<file path="src/rtl/spimem_arb_pkg.sv">
// spimem_arb_pkg -- shared types and constants for the spimemio read arbiter.
//   state_t    : arbiter FSM states (IDLE, BUSY, RESP)
//   P_IFETCH   : port index of the instruction-fetch requester (port 0)
//   P_DATA     : port index of the data-load requester (port 1)
//   ADDR_W     : flash byte-address width
//   DATA_W     : read data width
//   word_align : clears addr[1:0] so only whole words reach spimemio
package spimem_arb_pkg;

    localparam int ADDR_W = 24;
    localparam int DATA_W = 32;

    localparam logic P_IFETCH = 1'b0;
    localparam logic P_DATA   = 1'b1;

    localparam logic [ADDR_W-1:0] WORD_MASK = 24'hFF_FFFC;

    typedef enum logic [1:0] {
        IDLE = 2'd0,
        BUSY = 2'd1,
        RESP = 2'd2
    } state_t;

    function automatic logic [ADDR_W-1:0] word_align(input logic [ADDR_W-1:0] addr);
        return addr & WORD_MASK;
    endfunction

endpackage

</file>
<file path="src/rtl/spimem_arbiter_if.sv">
// spimem_arbiter_if -- bundle of the two requester ports and the spimemio port.
//   p0_* : instruction-fetch requester (valid/addr in, ready/rdata out)
//   p1_* : data-load requester (valid/addr in, ready/rdata out)
//   mem_*: spimemio read port (valid/addr out, ready/rdata in)
// Modports:
//   slave  : the arbiter's view
//   master : the surrounding system's view (requesters + spimemio)
interface spimem_arbiter_if;
    import spimem_arb_pkg::*;

    logic              p0_valid;
    logic              p0_ready;
    logic [ADDR_W-1:0] p0_addr;
    logic [DATA_W-1:0] p0_rdata;

    logic              p1_valid;
    logic              p1_ready;
    logic [ADDR_W-1:0] p1_addr;
    logic [DATA_W-1:0] p1_rdata;

    logic              mem_valid;
    logic              mem_ready;
    logic [ADDR_W-1:0] mem_addr;
    logic [DATA_W-1:0] mem_rdata;

    modport slave (
        input  p0_valid, p0_addr, p1_valid, p1_addr, mem_ready, mem_rdata,
        output p0_ready, p0_rdata, p1_ready, p1_rdata, mem_valid, mem_addr
    );

    modport master (
        output p0_valid, p0_addr, p1_valid, p1_addr, mem_ready, mem_rdata,
        input  p0_ready, p0_rdata, p1_ready, p1_rdata, mem_valid, mem_addr
    );

endinterface

</file>
<file path="src/rtl/spimem_arb_grant.sv">
// spimem_arb_grant -- combinational grant decision for the two-port arbiter.
// Optional feature macro: SPIMEM_ARB_STREAM_EN (adds stream-affinity inputs).
//   req0, req1  : qualified requests of port 0 / port 1
//   last_grant  : port granted most recently
//   burst_cnt   : consecutive grants to last_grant while the other port waited
//   hit0, hit1  : (SPIMEM_ARB_STREAM_EN only) port address continues the
//                 flash's current sequential stream
//   grant_vld   : some port is requesting
//   grant       : selected port index
module spimem_arb_grant
    import spimem_arb_pkg::*;
#(
    parameter int MAX_BURST = 8
) (
    input  logic       req0,
    input  logic       req1,
    input  logic       last_grant,
    input  logic [7:0] burst_cnt,
`ifdef SPIMEM_ARB_STREAM_EN
    input  logic       hit0,
    input  logic       hit1,
`endif
    output logic       grant_vld,
    output logic       grant
);

    always_comb begin
        grant_vld = req0 | req1;
        grant     = P_IFETCH;
        if (req0 && req1) begin
            // Burst limit beats everything so a streaming port cannot starve
            // the other one; affinity beats plain round-robin.
            if (burst_cnt == 8'(MAX_BURST)) begin
                grant = ~last_grant;
`ifdef SPIMEM_ARB_STREAM_EN
            end else if (hit0 != hit1) begin
                grant = hit1;
`endif
            end else begin
                grant = ~last_grant;
            end
        end else if (req1) begin
            grant = P_DATA;
        end
    end

endmodule

</file>
<file path="src/rtl/spimem_arbiter.sv">
// spimem_arbiter -- shares one spimemio read port between instruction fetch
// (port 0) and data load (port 1), one outstanding word read at a time.
// Optional feature macro: SPIMEM_ARB_STREAM_EN -- prefer the port whose
// address continues the previous read so spimemio can stay in its
// sequential-read mode.
// Ports:
//   clk   : system clock
//   reset : synchronous, active-high reset
//   bus   : spimem_arbiter_if.slave (p0_*, p1_*, mem_* signals)
// Parameters:
//   MAX_BURST : max consecutive grants to one port while the other waits (1..255)
module spimem_arbiter
    import spimem_arb_pkg::*;
#(
    parameter int MAX_BURST = 8
) (
    input  logic               clk,
    input  logic               reset,
    spimem_arbiter_if.slave    bus
);

    state_t     state_reg, state_next;
    // last_grant_reg doubles as the currently granted port while BUSY/RESP.
    logic       last_grant_reg;
    logic [7:0] burst_cnt_reg;

    logic       req0, req1;
    logic       grant_vld, grant;

    // A port's valid is not looked at in its own response cycle.
    assign req0 = bus.p0_valid && !bus.p0_ready;
    assign req1 = bus.p1_valid && !bus.p1_ready;

`ifdef SPIMEM_ARB_STREAM_EN
    logic [ADDR_W-1:0] stream_addr_reg;
    logic              stream_vld_reg;
    logic              hit0, hit1;

    assign hit0 = stream_vld_reg && (word_align(bus.p0_addr) == stream_addr_reg);
    assign hit1 = stream_vld_reg && (word_align(bus.p1_addr) == stream_addr_reg);
`endif

    spimem_arb_grant #(
        .MAX_BURST (MAX_BURST)
    ) u_grant (
        .req0       (req0),
        .req1       (req1),
        .last_grant (last_grant_reg),
        .burst_cnt  (burst_cnt_reg),
`ifdef SPIMEM_ARB_STREAM_EN
        .hit0       (hit0),
        .hit1       (hit1),
`endif
        .grant_vld  (grant_vld),
        .grant      (grant)
    );

    always_ff @(posedge clk) begin
        if (reset) begin
            state_reg <= IDLE;
        end else begin
            state_reg <= state_next;
        end
    end

    always_comb begin
        state_next = state_reg;
        case (state_reg)
            IDLE:    if (grant_vld) state_next = BUSY;
            BUSY:    if (bus.mem_ready) state_next = RESP;
            RESP:    state_next = IDLE;
            default: state_next = IDLE;
        endcase
    end

    always_ff @(posedge clk) begin
        if (reset) begin
            bus.mem_valid  <= 1'b0;
            bus.mem_addr   <= '0;
            bus.p0_ready   <= 1'b0;
            bus.p1_ready   <= 1'b0;
            bus.p0_rdata   <= '0;
            bus.p1_rdata   <= '0;
            last_grant_reg <= P_DATA;
            burst_cnt_reg  <= 8'd0;
`ifdef SPIMEM_ARB_STREAM_EN
            stream_addr_reg <= '0;
            stream_vld_reg  <= 1'b0;
`endif
        end else begin
            // Response strobes last exactly one cycle (the RESP state).
            bus.p0_ready <= 1'b0;
            bus.p1_ready <= 1'b0;
            case (state_reg)
                IDLE: begin
                    if (grant_vld) begin
                        bus.mem_valid  <= 1'b1;
                        bus.mem_addr   <= word_align(grant ? bus.p1_addr : bus.p0_addr);
                        last_grant_reg <= grant;
                        if (!(req0 && req1)) begin
                            burst_cnt_reg <= 8'd0;
                        end else if (grant != last_grant_reg) begin
                            burst_cnt_reg <= 8'd1;
                        end else if (burst_cnt_reg != 8'hFF) begin
                            burst_cnt_reg <= burst_cnt_reg + 8'd1;
                        end
                    end
                end
                BUSY: begin
                    if (bus.mem_ready) begin
                        bus.mem_valid <= 1'b0;
                        if (last_grant_reg == P_DATA) begin
                            bus.p1_rdata <= bus.mem_rdata;
                            bus.p1_ready <= 1'b1;
                        end else begin
                            bus.p0_rdata <= bus.mem_rdata;
                            bus.p0_ready <= 1'b1;
                        end
`ifdef SPIMEM_ARB_STREAM_EN
                        // 24-bit add wraps 0xFFFFFC back to 0x000000.
                        stream_addr_reg <= bus.mem_addr + 24'd4;
                        stream_vld_reg  <= 1'b1;
`endif
                    end
                end
                default: ;
            endcase
        end
    end

endmodule

</file>
<file path="src/flat_wrapper.sv">
// flat-port wrapper written by rule: the top's interface ports become plain ports
module spimem_arbiter_flat import spimem_arb_pkg::*;
#(
    parameter int MAX_BURST = 8
)
  (clk, reset, bus_p0_valid, bus_p0_addr, bus_p1_valid, bus_p1_addr, bus_mem_ready, bus_mem_rdata, bus_p0_ready, bus_p0_rdata, bus_p1_ready, bus_p1_rdata, bus_mem_valid, bus_mem_addr);
  spimem_arbiter_if bus_i ();
  input  logic clk;
  input  logic reset;
  input wire logic [$bits(bus_i.p0_valid)-1:0] bus_p0_valid;
  input wire logic [$bits(bus_i.p0_addr)-1:0] bus_p0_addr;
  input wire logic [$bits(bus_i.p1_valid)-1:0] bus_p1_valid;
  input wire logic [$bits(bus_i.p1_addr)-1:0] bus_p1_addr;
  input wire logic [$bits(bus_i.mem_ready)-1:0] bus_mem_ready;
  input wire logic [$bits(bus_i.mem_rdata)-1:0] bus_mem_rdata;
  output wire logic [$bits(bus_i.p0_ready)-1:0] bus_p0_ready;
  output wire logic [$bits(bus_i.p0_rdata)-1:0] bus_p0_rdata;
  output wire logic [$bits(bus_i.p1_ready)-1:0] bus_p1_ready;
  output wire logic [$bits(bus_i.p1_rdata)-1:0] bus_p1_rdata;
  output wire logic [$bits(bus_i.mem_valid)-1:0] bus_mem_valid;
  output wire logic [$bits(bus_i.mem_addr)-1:0] bus_mem_addr;
  assign bus_i.p0_valid = bus_p0_valid;
  assign bus_i.p0_addr = bus_p0_addr;
  assign bus_i.p1_valid = bus_p1_valid;
  assign bus_i.p1_addr = bus_p1_addr;
  assign bus_i.mem_ready = bus_mem_ready;
  assign bus_i.mem_rdata = bus_mem_rdata;
  assign bus_p0_ready = bus_i.p0_ready;
  assign bus_p0_rdata = bus_i.p0_rdata;
  assign bus_p1_ready = bus_i.p1_ready;
  assign bus_p1_rdata = bus_i.p1_rdata;
  assign bus_mem_valid = bus_i.mem_valid;
  assign bus_mem_addr = bus_i.mem_addr;
  spimem_arbiter #(.MAX_BURST(MAX_BURST)) u_core (.clk(clk), .reset(reset), .bus(bus_i));
endmodule
</file>
<file path="config.mk">
export PLATFORM = sky130hd
export DESIGN_NAME = spimem_arbiter_flat
export DESIGN_NICKNAME = d
export VERILOG_FILES = /design/src/rtl/spimem_arb_pkg.sv /design/src/rtl/spimem_arbiter_if.sv /design/src/rtl/spimem_arb_grant.sv /design/src/rtl/spimem_arbiter.sv /design/src/flat_wrapper.sv
export SDC_FILE = /design/constraint.sdc
export NUM_CORES = 1
export LEC_CHECK = 0
export ABC_AREA = 1
export CORE_ASPECT_RATIO = 1.25
export CORE_MARGIN = 5
export CORE_UTILIZATION = 32
export DETAILED_ROUTE_END_ITERATION = 10
export PLACE_DENSITY_LB_ADDON = 0.12
export SLEW_MARGIN = 30
export SYNTH_ARGS = -nofsm -noshare
export SYNTH_HDL_FRONTEND = slang
export SYNTH_SLANG_ARGS = --single-unit
</file>
<file path="constraint.sdc">
create_clock -name clk -period 1.4 [get_ports clk]
set_input_delay 0.21 -clock clk [delete_from_list [all_inputs] [get_ports clk]]
set_output_delay 0.21 -clock clk [all_outputs]
set_load 0.01 [all_outputs]
</file>
==> impl_metrics.sql, run 1 <==
INSERT INTO impl_metrics (metric_group, metric, value, unit) VALUES
('status', 'outcome', 'complete, no violations', ''),
('synthesis', 'postSynth.topFlopCell', 'dfxtp_1', ''),
('floorplan', 'floorplan.die.width', '106', 'um'),
('synthesis', 'avgSynthCellArea', '7.26', 'sq um'),
('floorplan', 'coreArea', '0.0112', 'sq mm'),
('clock_tree', 'clock_sinks', '92', ''),
('power_and_ir_drop', 'total_leakage_power', '2.74', 'nW'),
('clock_tree', 'buffer_type_at_the_clock_tree_root', 'clkbuf_16', ''),
('grt', 'grt_pass1_wl', '18.7', 'mm'),
('synthesis', 'mappedNetlistArea', '0.00367', 'sq mm'),
('setup_path', 'setup.worst_path.start_class', 'register', ''),
('final_layout', 'number_of_standard_cells_in_the_layout_taps_in_and_fillers_out', '809', ''),
('placement', 'detailedPlacementHpwl', '8.21', 'mm'),
('setup_path', 'cp_slowest_stage_delay', '430', 'ps'),
('setup_path', 'path_buf_inv', '2', ''),
('setup_path', 'critical-path-slowest-cell', 'dfxtp_1', ''),
('synthesis', 'synth_top_area_share', '0.502', ''),
('synthesis', 'synth_enable_flop_cells', '0', ''),
('synthesis', 'number_of_different_library_cells_in_the_post_synthesis_netlist', '18', ''),
('timing', 'setup_violations', '0', ''),
('synthesis', 'post_synth_inst_count', '505', ''),
('final_layout', 'fillerInstances', '1146', ''),
('route', 'drt-vias-per-instance', '4.67', ''),
('clock_tree', 'cts_buffers', '9', ''),
('final_layout', 'layout.core_utilization', '0.519', ''),
('setup_path', 'critical_path.cell_chain', 'nand3_1, buf_4, nand3_1, nand3_1, nand2_1, inv_1', ''),
('synthesis', 'synth.yosys.seq_area_share', '0.502', ''),
('final_layout', 'drive_gt1_frac', '0.0638', ''),
('floorplan', 'rows', '43', ''),
('setup_path', 'worst_setup_path_endpoint', 'u_core.bus.mem_addr[16]', ''),
('setup_path', 'timing.rr.start', 'u_core.last_grant_reg', ''),
('setup_path', 'worst_path_most_repeated_cell', 'nand3_1', ''),
('timing', 'period_share', '0.869', ''),
('synthesis', 'synth.ff_latch_count', '92', ''),
('route', 'drt-total-wl', '11.7', 'mm'),
('min_path', 'min-delay-path-class', 'primary input to register', ''),
('clock_tree', 'cts_htree_levels', '3', ''),
('timing', 'final.setup.tns', '0', 'ps'),
('timing', 'timing.clock.skew', '8.84', 'ps'),
('timing', 'layout_setup_ws', '183', 'ps'),
('grt', 'pin_count_of_the_biggest_net_entering_global_routing', '47', ''),
('placement', 'place_inst', '793', ''),
('route', 'initial_detailed_routing_violation_count', '228', ''),
('setup_path', 'critPathCaptureType', 'register', ''),
('final_layout', 'antenna-diode-count', '0', ''),
('placement', 'io_buffer_count', '169', ''),
('route', 'dr.pass1.iters', '5', ''),
('timing', 'clock.fmax', '0.822', 'GHz'),
('synthesis', 'synthesis.yosys.warnings', '0', ''),
('setup_path', 'path_max_fanout', '22', ''),
('timing', 'final.hold.worst_slack', '344', 'ps'),
('setup_path', 'criticalPathCategory', 'register to register', ''),
('grt', 'grt_overflow_total', '0', ''),
('synthesis', 'synth_area_leader_cell', 'dfxtp_1', ''),
('setup_path', 'cp_data_arrival_time', '1450', 'ps'),
('clock_tree', 'tritoncts_clock_tree', 'yes', ''),
('floorplan', 'boundaryPins', '176', ''),
('clock_tree', 'clk_pin_slew_worst_paths', '70', 'ps'),
('clock_tree', 'clock_latency', '340', 'ps'),
('timing', 'final_period_minus_worst_setup_slack', '1220', 'ps'),
('final_layout', 'area_delta_synth_final', '58.4', '%'),
('synthesis', 'synth.most_common_cell', 'nand2_1', ''),
('route', 'antenna_violating_nets_post_route', '0', ''),
('setup_path', 'setup.reg_to_reg.worst_slack', '180', 'ps'),
('grt', 'first_global_vias', '3737', ''),
('grt', 'grt.total_usage', '0.170', ''),
('job', 'max_cap_viol_count', '0', ''),
('floorplan', 'chipHeight', '130', 'um'),
('setup_path', 'rr_worst_depth', '6', ''),
('route', 'routedWlPerCell', '14.4', 'um'),
('final_layout', 'reg_top3', 'u_core.bus.p0_rdata (32), u_core.bus.p1_rdata (32), u_core.bus.mem_addr (22)', '');
## final cells by class
class	count	area [sq um]	share of cell area
multi-input combinational	325	1450	0.250
tap	135	169	0.0291
timing repair buffer	189	1830	0.314
clock inverter	6	87.6	0.0151
inverter	52	195	0.0336
clock buffer	10	239	0.0411
sequential	92	1840	0.317
## metrics by stage
step                      instance area (sq um)  power, W
after floorplan                            3670   0.00349
after global placement                     5590   0.00423
after detailed placement                   5590   0.00425
after CTS                                  5810   0.00681
after global routing                       5810   0.00707
final                                      5810   0.00670
## layout by cell type, fill, tap and decap left out, types with 2 or more instances in the layout
cell type	n
clkinv_2	2
nand2_2	2
inv_1	51
a21oi_1	88
conb_1	2
nand3_1	77
clkdlybuf4s50_1	79
nor2_1	4
clkbuf_16	9
dfxtp_1	92
buf_12	8
clkinv_4	2
buf_4	12
dlygate4sd2_1	89
nand2_1	148
bufinv_16	2
## worst min-delay path by stage
| stage | slack [ps] | depth (start not counted) | endpoint |
|---|---|---|---|
| after floorplan | 350 | 2 | u_core.bus.p1_rdata[0] |
| after global placement | 450 | 2 | u_core.bus.p0_rdata[17] |
| after detailed placement | 450 | 2 | u_core.bus.p0_rdata[23] |
| after CTS | 340 | 4 | u_core.bus.mem_addr[5] |
| after global routing | 360 | 4 | u_core.bus.mem_addr[3] |
| final | 340 | 4 | u_core.bus.mem_addr[5] |
## kinds of logic after synthesis
kind of cell    share of synthesized area
buf+inv                             0.103
other cells                       0.00102
simple gates                        0.272
compound gates                      0.122
flops                               0.502
## worst register-to-register path: stages, from the launching register on
cell and delay, ps:
dfxtp_1 430, nand3_1 150, buf_4 240, nand3_1 100, nand3_1 100, nand2_1 80, inv_1 30
## layer usage
metal | GRT usage | wire length, um
met5 | 0 | 0
met4 | 0.0488 | 106
met3 | 0.0653 | 925
met2 | 0.288 | 5580
met1 | 0.201 | 5060
## where the power goes
group          total [W]  switching, W  internal (W)
combinational    0.00123      0.000636      0.000592
clock            0.00263       0.00101       0.00161
sequential       0.00285     0.0000741       0.00277
## repair_timing
action,CTS,global route
hold endpoints to repair,0,0
hold buffers,0,0
setup buffers,0,0
resized for setup,89,0
setup endpoints to repair,89,0
Power figures use the tool's default switching activity.
==> run 2, diff against run 1 <==
--- a/config.mk
+++ b/config.mk
@@ -9,6 +9,7 @@
 export CORE_ASPECT_RATIO = 1.25
 export CORE_MARGIN = 5
 export CORE_UTILIZATION = 32
+export CTS_CLUSTER_SIZE = 10
 export DETAILED_ROUTE_END_ITERATION = 10
 export PLACE_DENSITY_LB_ADDON = 0.12
 export SLEW_MARGIN = 30
==> results of run 2 <==
Same layout as run 1: the final DEF is identical, and so are final timing and power.
